**src/rtl/clock_time_core.sv**
```systemverilog
// Time-keeping and alarm engine: BCD HH:MM:SS counter, alarm HH:MM register,
// button adjust, alarm compare/timeout and registered 4-digit display feed.
module clock_time_core #(
  parameter int unsigned TICKS_PER_SEC = 50_000_000,
  parameter int unsigned ALARM_LEN_SEC = 60
) (
  input  logic       clk,
  input  logic       clr,
  input  logic [1:0] mode,
  input  logic       min_up,
  input  logic       hour_up,
  input  logic       alarm_en,
  output logic [3:0] d3,
  output logic [3:0] d2,
  output logic [3:0] d1,
  output logic [3:0] d0,
  output logic       colon,
  output logic       sec_tick,
  output logic       alarm
);

  localparam int unsigned PW = (TICKS_PER_SEC > 1) ? $clog2(TICKS_PER_SEC) : 1;
  localparam int unsigned AW = $clog2(ALARM_LEN_SEC + 1);
  localparam logic [PW-1:0] TERM = PW'(TICKS_PER_SEC - 1);
  localparam logic [PW-1:0] HALF = PW'(TICKS_PER_SEC / 2);
  localparam logic [AW-1:0] ALARM_LAST = AW'(ALARM_LEN_SEC - 1);

  typedef enum logic [1:0] {
    RUN_HM    = 2'd0,
    SET_TIME  = 2'd1,
    SET_ALARM = 2'd2,
    RUN_MS    = 2'd3
  } mode_e;

  mode_e         md;
  logic [PW-1:0] cnt;
  logic [7:0]    hh, mm, ss;
  logic [7:0]    ahh, amm;
  logic          min_prev, hour_prev;
  logic [AW-1:0] alarm_cnt;
  logic          tick_c, min_rise_c, hour_rise_c, run_mode_c, alarm_hit_c;

  // BCD pair increment that wraps to 00 after max
  function automatic logic [7:0] inc_bcd(input logic [7:0] v, input logic [7:0] max);
    if (v == max)
      return 8'h00;
    else if (v[3:0] == 4'd9)
      return {v[7:4] + 4'd1, 4'd0};
    else
      return {v[7:4], v[3:0] + 4'd1};
  endfunction

  // Decoded mode, second strobe, button edges and alarm match
  always_comb begin
    md          = mode_e'(mode);
    tick_c      = (cnt == TERM) && (md != SET_TIME);
    min_rise_c  = min_up & ~min_prev;
    hour_rise_c = hour_up & ~hour_prev;
    run_mode_c  = (md == RUN_HM) || (md == RUN_MS);
    alarm_hit_c = sec_tick && alarm_en && (md != SET_TIME) &&
                  (ss == 8'h00) && (hh == ahh) && (mm == amm);
  end

  // Prescaler, held at zero while the time is being set
  always_ff @(posedge clk) begin
    if (clr || md == SET_TIME || cnt == TERM)
      cnt <= '0;
    else
      cnt <= cnt + PW'(1);
  end

  // Button history for rising-edge detection
  always_ff @(posedge clk) begin
    if (clr) begin
      min_prev  <= 1'b0;
      hour_prev <= 1'b0;
    end else begin
      min_prev  <= min_up;
      hour_prev <= hour_up;
    end
  end

  // Time of day: manual adjust in SET_TIME, otherwise advance once per second
  always_ff @(posedge clk) begin
    if (clr) begin
      hh <= 8'h00;
      mm <= 8'h00;
      ss <= 8'h00;
    end else if (md == SET_TIME) begin
      if (min_rise_c) begin
        mm <= inc_bcd(mm, 8'h59);
        ss <= 8'h00;
      end
      if (hour_rise_c)
        hh <= inc_bcd(hh, 8'h23);
    end else if (tick_c) begin
      ss <= inc_bcd(ss, 8'h59);
      if (ss == 8'h59) begin
        mm <= inc_bcd(mm, 8'h59);
        if (mm == 8'h59)
          hh <= inc_bcd(hh, 8'h23);
      end
    end
  end

  // Alarm HH:MM register, adjusted only in SET_ALARM
  always_ff @(posedge clk) begin
    if (clr) begin
      ahh <= 8'h00;
      amm <= 8'h00;
    end else if (md == SET_ALARM) begin
      if (min_rise_c)
        amm <= inc_bcd(amm, 8'h59);
      if (hour_rise_c)
        ahh <= inc_bcd(ahh, 8'h23);
    end
  end

  // Alarm: fires the cycle after the matching second, ends on timeout, disarm or dismiss
  always_ff @(posedge clk) begin
    if (clr) begin
      alarm     <= 1'b0;
      alarm_cnt <= '0;
    end else if (alarm) begin
      if (!alarm_en || (run_mode_c && (min_rise_c || hour_rise_c)))
        alarm <= 1'b0;
      else if (sec_tick) begin
        if (alarm_cnt == ALARM_LAST)
          alarm <= 1'b0;
        else
          alarm_cnt <= alarm_cnt + AW'(1);
      end
    end else if (alarm_hit_c) begin
      alarm     <= 1'b1;
      alarm_cnt <= '0;
    end
  end

  // Registered display digits, colon and second pulse
  always_ff @(posedge clk) begin
    if (clr) begin
      d3       <= 4'd0;
      d2       <= 4'd0;
      d1       <= 4'd0;
      d0       <= 4'd0;
      colon    <= 1'b0;
      sec_tick <= 1'b0;
    end else begin
      sec_tick <= tick_c;
      case (md)
        SET_ALARM: {d3, d2, d1, d0} <= {ahh, amm};
        RUN_MS:    {d3, d2, d1, d0} <= {mm, ss};
        default:   {d3, d2, d1, d0} <= {hh, mm};
      endcase
      if (run_mode_c)
        colon <= (cnt < HALF);
      else
        colon <= 1'b1;
    end
  end

endmodule

```
**config.mk**
```make
export PLATFORM = sky130hd
export DESIGN_NAME = clock_time_core
export DESIGN_NICKNAME = d
export VERILOG_FILES = /design/src/rtl/clock_time_core.sv
export SDC_FILE = /design/constraint.sdc
export NUM_CORES = 1
export LEC_CHECK = 0
export ABC_AREA = 1
export BUFFER_PORTS_ARGS = -buffer_cell sky130_fd_sc_hd__buf_2
export CORE_UTILIZATION = 50
export CTS_CLUSTER_DIAMETER = 150
export CTS_CLUSTER_SIZE = 20
export DETAILED_ROUTE_END_ITERATION = 7
export PLACE_DENSITY_LB_ADDON = 0.25
export SETUP_SLACK_MARGIN = 0.05
export SKIP_CTS_REPAIR_TIMING = 1
export SYNTH_ARGS = -nofsm -noshare
export SYNTH_HDL_FRONTEND = slang
export SYNTH_SLANG_ARGS = --single-unit
```
**constraint.sdc**
```tcl
create_clock -name clk -period 3.4 [get_ports clk]
set_clock_uncertainty 0.15 [all_clocks]
set_input_delay 0.68 -clock clk [delete_from_list [all_inputs] [get_ports clk]]
set_output_delay 0.68 -clock clk [all_outputs]
set_load 0.01 [all_outputs]
```
Yosys cells after proc, flatten, opt, wreduce, memory -nomap -nowiden. Index checks and enable logic that the tools add are counted.

Word-level logic and storage cells: 127. ROM bits: 0. Output and inout bits: 19. Memories: 0. Register bits: 93. Input port bits: 7. Bits in latches: 0. RAM bits: 0.

Divide/modulo/power cells: 0. Bitwise operators: 4. Equality and inequality tests: 23. Reduce and logical (&&, ||, !) cells: 31. Order comparisons: 1. Add/sub/neg operators: 12. Multipliers: 0. Mux-type cells: 37. Shift-type cells: 0.

Operators by type and width (number): 2-to-1 mux 8 bit (22); adder 4 x 1 -> 4 bit, second input constant (10); case mux 4 bit (2 select lines) (4); 2-to-1 mux 6 bit (5); adder 26 x 1 -> 26 bit, second input constant (1); equality test 26 bit, second input constant (1); < comparator 26 x 25 -> 1 bit, second input constant (1); equality test 8 x 7 -> 1 bit, second input constant (3); equality test 4 bit, second input constant (5); equality test 8 x 6 -> 1 bit, second input constant (2); equality test 8 bit (2); AND reduction 3 bit (4); nonzero test 2 bit (6); inequality test 2 bit, second input constant (5); logical NOT 8 bit (1); AND reduction 4 bit (2); logical AND 1 bit (7); adder 6 x 1 -> 6 bit, second input constant (1); equality test 6 bit, second input constant (1); 2-to-1 mux 1 bit (6); AND reduction 2 bit (3); logical OR 1 bit (5); equality test 2 bit, second input constant (2); nonzero test 3 bit (1); other kinds (6) (8).

Logic depth before layout (Yosys ltp).
Word-level depth: 7. Depth in mapped cells: 12.

Worst setup path before layout. No wires, ideal clock.

Path type: input -> register. Start point: in mode[1]. End point: reg hh[7]. Slack: 1.291 ns. Arrival time: 1.841 ns. Data required time: 3.132 ns. Cell stages on the path: 10. Setup time: 0.118 ns. Cell sequence: inv_1 ha_1 inv_4 nand2_1 nand2_2 o21bai_2 nor2_2 nand2_2 nand2_2 o21ai_1.

Cells in the longest elaborated chain, start to end: 4. Elaborated cells between the ends (all ways): 9. Those cells by class: eq/ne: 3; mux: 1; reduce/logical: 5.

Ends and longest elaborated chain: from (decl) (RTL line 9) `input logic [1:0] mode,`; inequality test 2 x 1 -> 1 bit (RTL line 56) `tick_c = (cnt == TERM) && (md != SET_TIME);`; logical AND 1 bit (RTL line 56); nonzero test 2 bit (no source line); AND reduction 4 bit (no source line); to (signal assigned) (RTL line 95) `hh <= inc_bcd(hh, 8'h23);`; to (signal assigned) (RTL line 101) `hh <= inc_bcd(hh, 8'h23);`; to (decl) (RTL line 37) `logic [7:0] hh, mm, ss;`.

Several ways; a longest one is shown, not always the timed one. A chain may end at the register's enable or synchronous reset.

Final worst setup path.
Start point: in mode[0]. End point: reg amm[7].

Cells in the longest elaborated chain, start to end: 2.

Ends and longest elaborated chain: equality test 2 bit (RTL line 111) `end else if (md == SET_ALARM) begin`; AND reduction 3 bit (no source line); to (signal assigned) (RTL line 113) `amm <= inc_bcd(amm, 8'h59);`; to (decl) (RTL line 38) `logic [7:0] ahh, amm;`.

Every way passes these cells.

==> reports/summary.txt <==
Fraction of layout cells with a size suffix above 1 = 11.2%
Status = finished, final reports clean
Hold Crit Class = flip-flop to flip-flop
Number of routed nets with antenna violations = 0
Initial core utilization = 52.4%
Final HPWL DP = 9000 µm
Cell Rows = 36
Vias per inst = 5.35
Iter 0 DRT Violations = 314
Layout fillers = 950
Register-to-Register Path Depth = 10
DP Worst Slack = 0.917 ns
Crit end category = flip-flop
Die width = 104 µm
Worst path depth = 10
Slowest CP cell = nor2_2
Ys flop type = dfxtp_1
End of the critical path = amm[7]
P per Cell Area = 357 nW/µm²
CTS root buf = clkbuf_8
# IOs = 26
Top cell type's share of synthesized area = 35.7%
CP most frequent cell = inv_1
Critical Path AT = 2.24 ns
Main combinational cell family by area after synthesis = simple AND/OR/NAND/NOR gates
Mux contribution to synthesized area = 0%
FF-to-FF setup slack = 1.32 ns
Final Slew Violations = 0
Synth Area in Compound Gates = 11.3%
Clock latency on the worst-skew pair = 0.37 ns
Worst r2r src = cnt[0]
Final Cycle Share = 62.8%
Final wirelength = 12100 µm
Register area share after synthesis = 35.7%
Clock slew at reported path FFs = 0.09 ns
CTS buffer count = 9
Max Cap Viol = 0
First-pass GRT wire length = 20500 µm
FF-to-FF End = cnt[23]
Synthesized area per cell = 6.92 µm²
Core Footprint = 9950 µm²
Sink Count = 93
CP Launch Type = input port
Largest net degree at the start of global routing = 43
Critical path required time = 3.51 ns
CP peak stage delay = 0.27 ns
Total gr overflow = 0
Crit path max fanout = 19
Setup TNS = 0 ns
CP Class = input port to flip-flop
Yosys cell types = 42
Worst VDD drop = 0.000174 V
Final instance area = 5650 µm²
Post-DR wirelength/cell = 13.2 µm
Post-Synth Simple-Gate Area = 34.8%
Port Buffers = 25
Ys async rst share = 0%
Top cells by area, synth = dfxtp_1 36%, nand2_1 11%, nor2_1 8.1%
Mapped Area = 5210 µm²
Critical path's top delay family = simple AND/OR/NAND/NOR gates
#FFs+latches synth = 93
Final hold violations = 0
Nets = 808
Slew headroom = 51.2%
Buf+Inv Stages, Crit Path = 5
Buffer levels on the longest clock path = 2
Die area = 10800 µm²
EDFF count, synth = 0
H-tree Lvls = 3
Layout area overhead = 8.36%
Adder-cell share of the synthesized area = 6.48%
Syn nets = 787
RSZ-0062 raised after global routing = no
Ant. Diodes = 0
Total chip power = 2020 µW
DRC = 0
Synth Warn # = 0
Vias in the first global route = 4510
Leak = 0.00229 µW
First-pass iteration count of the detailed router = 4
Xor/xnor share of the synthesized area = 3.19%
Setup violations, final = 0
Gr usage total = 23.3%
Post-synthesis cell count = 753
Post-DP Area = 5430 µm²
Critical Path Start = mode[0]
Initial antenna violation count = 0
Min cycle time layout = 2.14 ns
Largest area contributor in the netlist = dfxtp_1
Final worst setup slack = 1.26 ns
Worst-path cell chain = buf_2 -> inv_1 -> ha_1 -> inv_2 -> nor2_2 -> inv_1 -> nor2_1 -> inv_1 -> o21ai_0 -> nor2_1
Achievable Freq = 468 MHz
Die height = 104 µm
Measured slew at the worst slew-check pin = 0.731 ns
Final core area utilization = 56.7%
TritonCTS clock tree = built
Vias = 4877
Final GP Congestion = 0.847
-- layout make-up --
cell class	count	area (µm²)	area share (%)
multi-input cells	549	2900	51.4
flip-flops and latches	93	1860	33.0
repair buffers	27	140	2.48
well taps	133	166	2.95
inverters	94	355	6.29
clock inverters	4	53.8	0.953
clock buffers	12	165	2.92
-- layout by cell type (no fill, tap or decap), types with 14 or more instances in the layout --
master	instances
a21oi_1	62
o21ai_0	16
inv_1	87
nor3_1	16
buf_2	25
nor2_1	112
ha_1	27
nand2_1	157
xor2_1	16
o22ai_1	15
nand4_1	14
dfxtp_1	93
nand3_1	57
-- cells in the mapped netlist, types with 3 or more instances --
| master | instances |
|---|---|
| or2_2 | 3 |
| inv_2 | 6 |
| nand2_2 | 12 |
| nand3_1 | 57 |
| o21ai_0 | 16 |
| nor2_2 | 6 |
| clkbuf_1 | 6 |
| nor3_2 | 3 |
| o21ai_1 | 3 |
| nand4_1 | 14 |
| o22ai_1 | 15 |
| buf_2 | 4 |
| xor2_1 | 16 |
| nor2_1 | 112 |
| nand2_1 | 157 |
| dfxtp_1 | 93 |
| inv_1 | 87 |
| nor3_1 | 16 |
| ha_1 | 27 |
| a21oi_1 | 62 |
| xnor2_1 | 3 |
| nor2_4 | 4 |
-- registers in the layout, summed over array words and instances, names as in the netlist --
register	count
cnt	26
ahh	8
amm	8
hh	8
mm	8
ss	8
alarm_cnt	6
d0	4
d1	4
d2	4
d3	4
alarm	1
colon	1
hour_prev	1
min_prev	1
sec_tick	1
-- power breakdown --
group	switching (µW)	total [µW]	internal, µW
Clock	396	799	403
Combinational	82.2	112	30.1
Sequential	8.20	1110	1100
-- how the worst min path moves through the flow --
stage	from	end	slack (ns)	cells past startpoint
finish	ss[7]	ss[7]	0.33	1
global route	ss[7]	ss[7]	0.36	1
CTS	cnt[4]	cnt[4]	0.34	2
detailed placement	cnt[0]	cnt[0]	0.32	1
global placement	cnt[0]	cnt[0]	0.30	1
floorplan	cnt[0]	cnt[0]	0.28	1
-- cell families after synthesis --
| kind of cell | Yosys count |
|---|---|
| compound gates | 106 |
| xor+xnor | 19 |
| fa+ha+maj | 27 |
| buf+inv | 111 |
| flops | 93 |
| simple gates | 397 |
-- per-layer routing --
layer  global-route usage, %  share of wire [%]  up-vias
met5                       0                  0        -
met4                    9.29                2.1        0
met3                    3.32                4.9       22
met2                    38.3                 45      141
met1                    30.6                 48     2247
li1                        -                  -     2467
-- stage by stage --
stage	hold slack, ns	instances
floorplan	0.280	753
global placement	0.295	896
detailed placement	0.321	896
CTS	0.340	912
global route	0.355	912
finish	0.332	912
(Power assumes the default switching activity.)
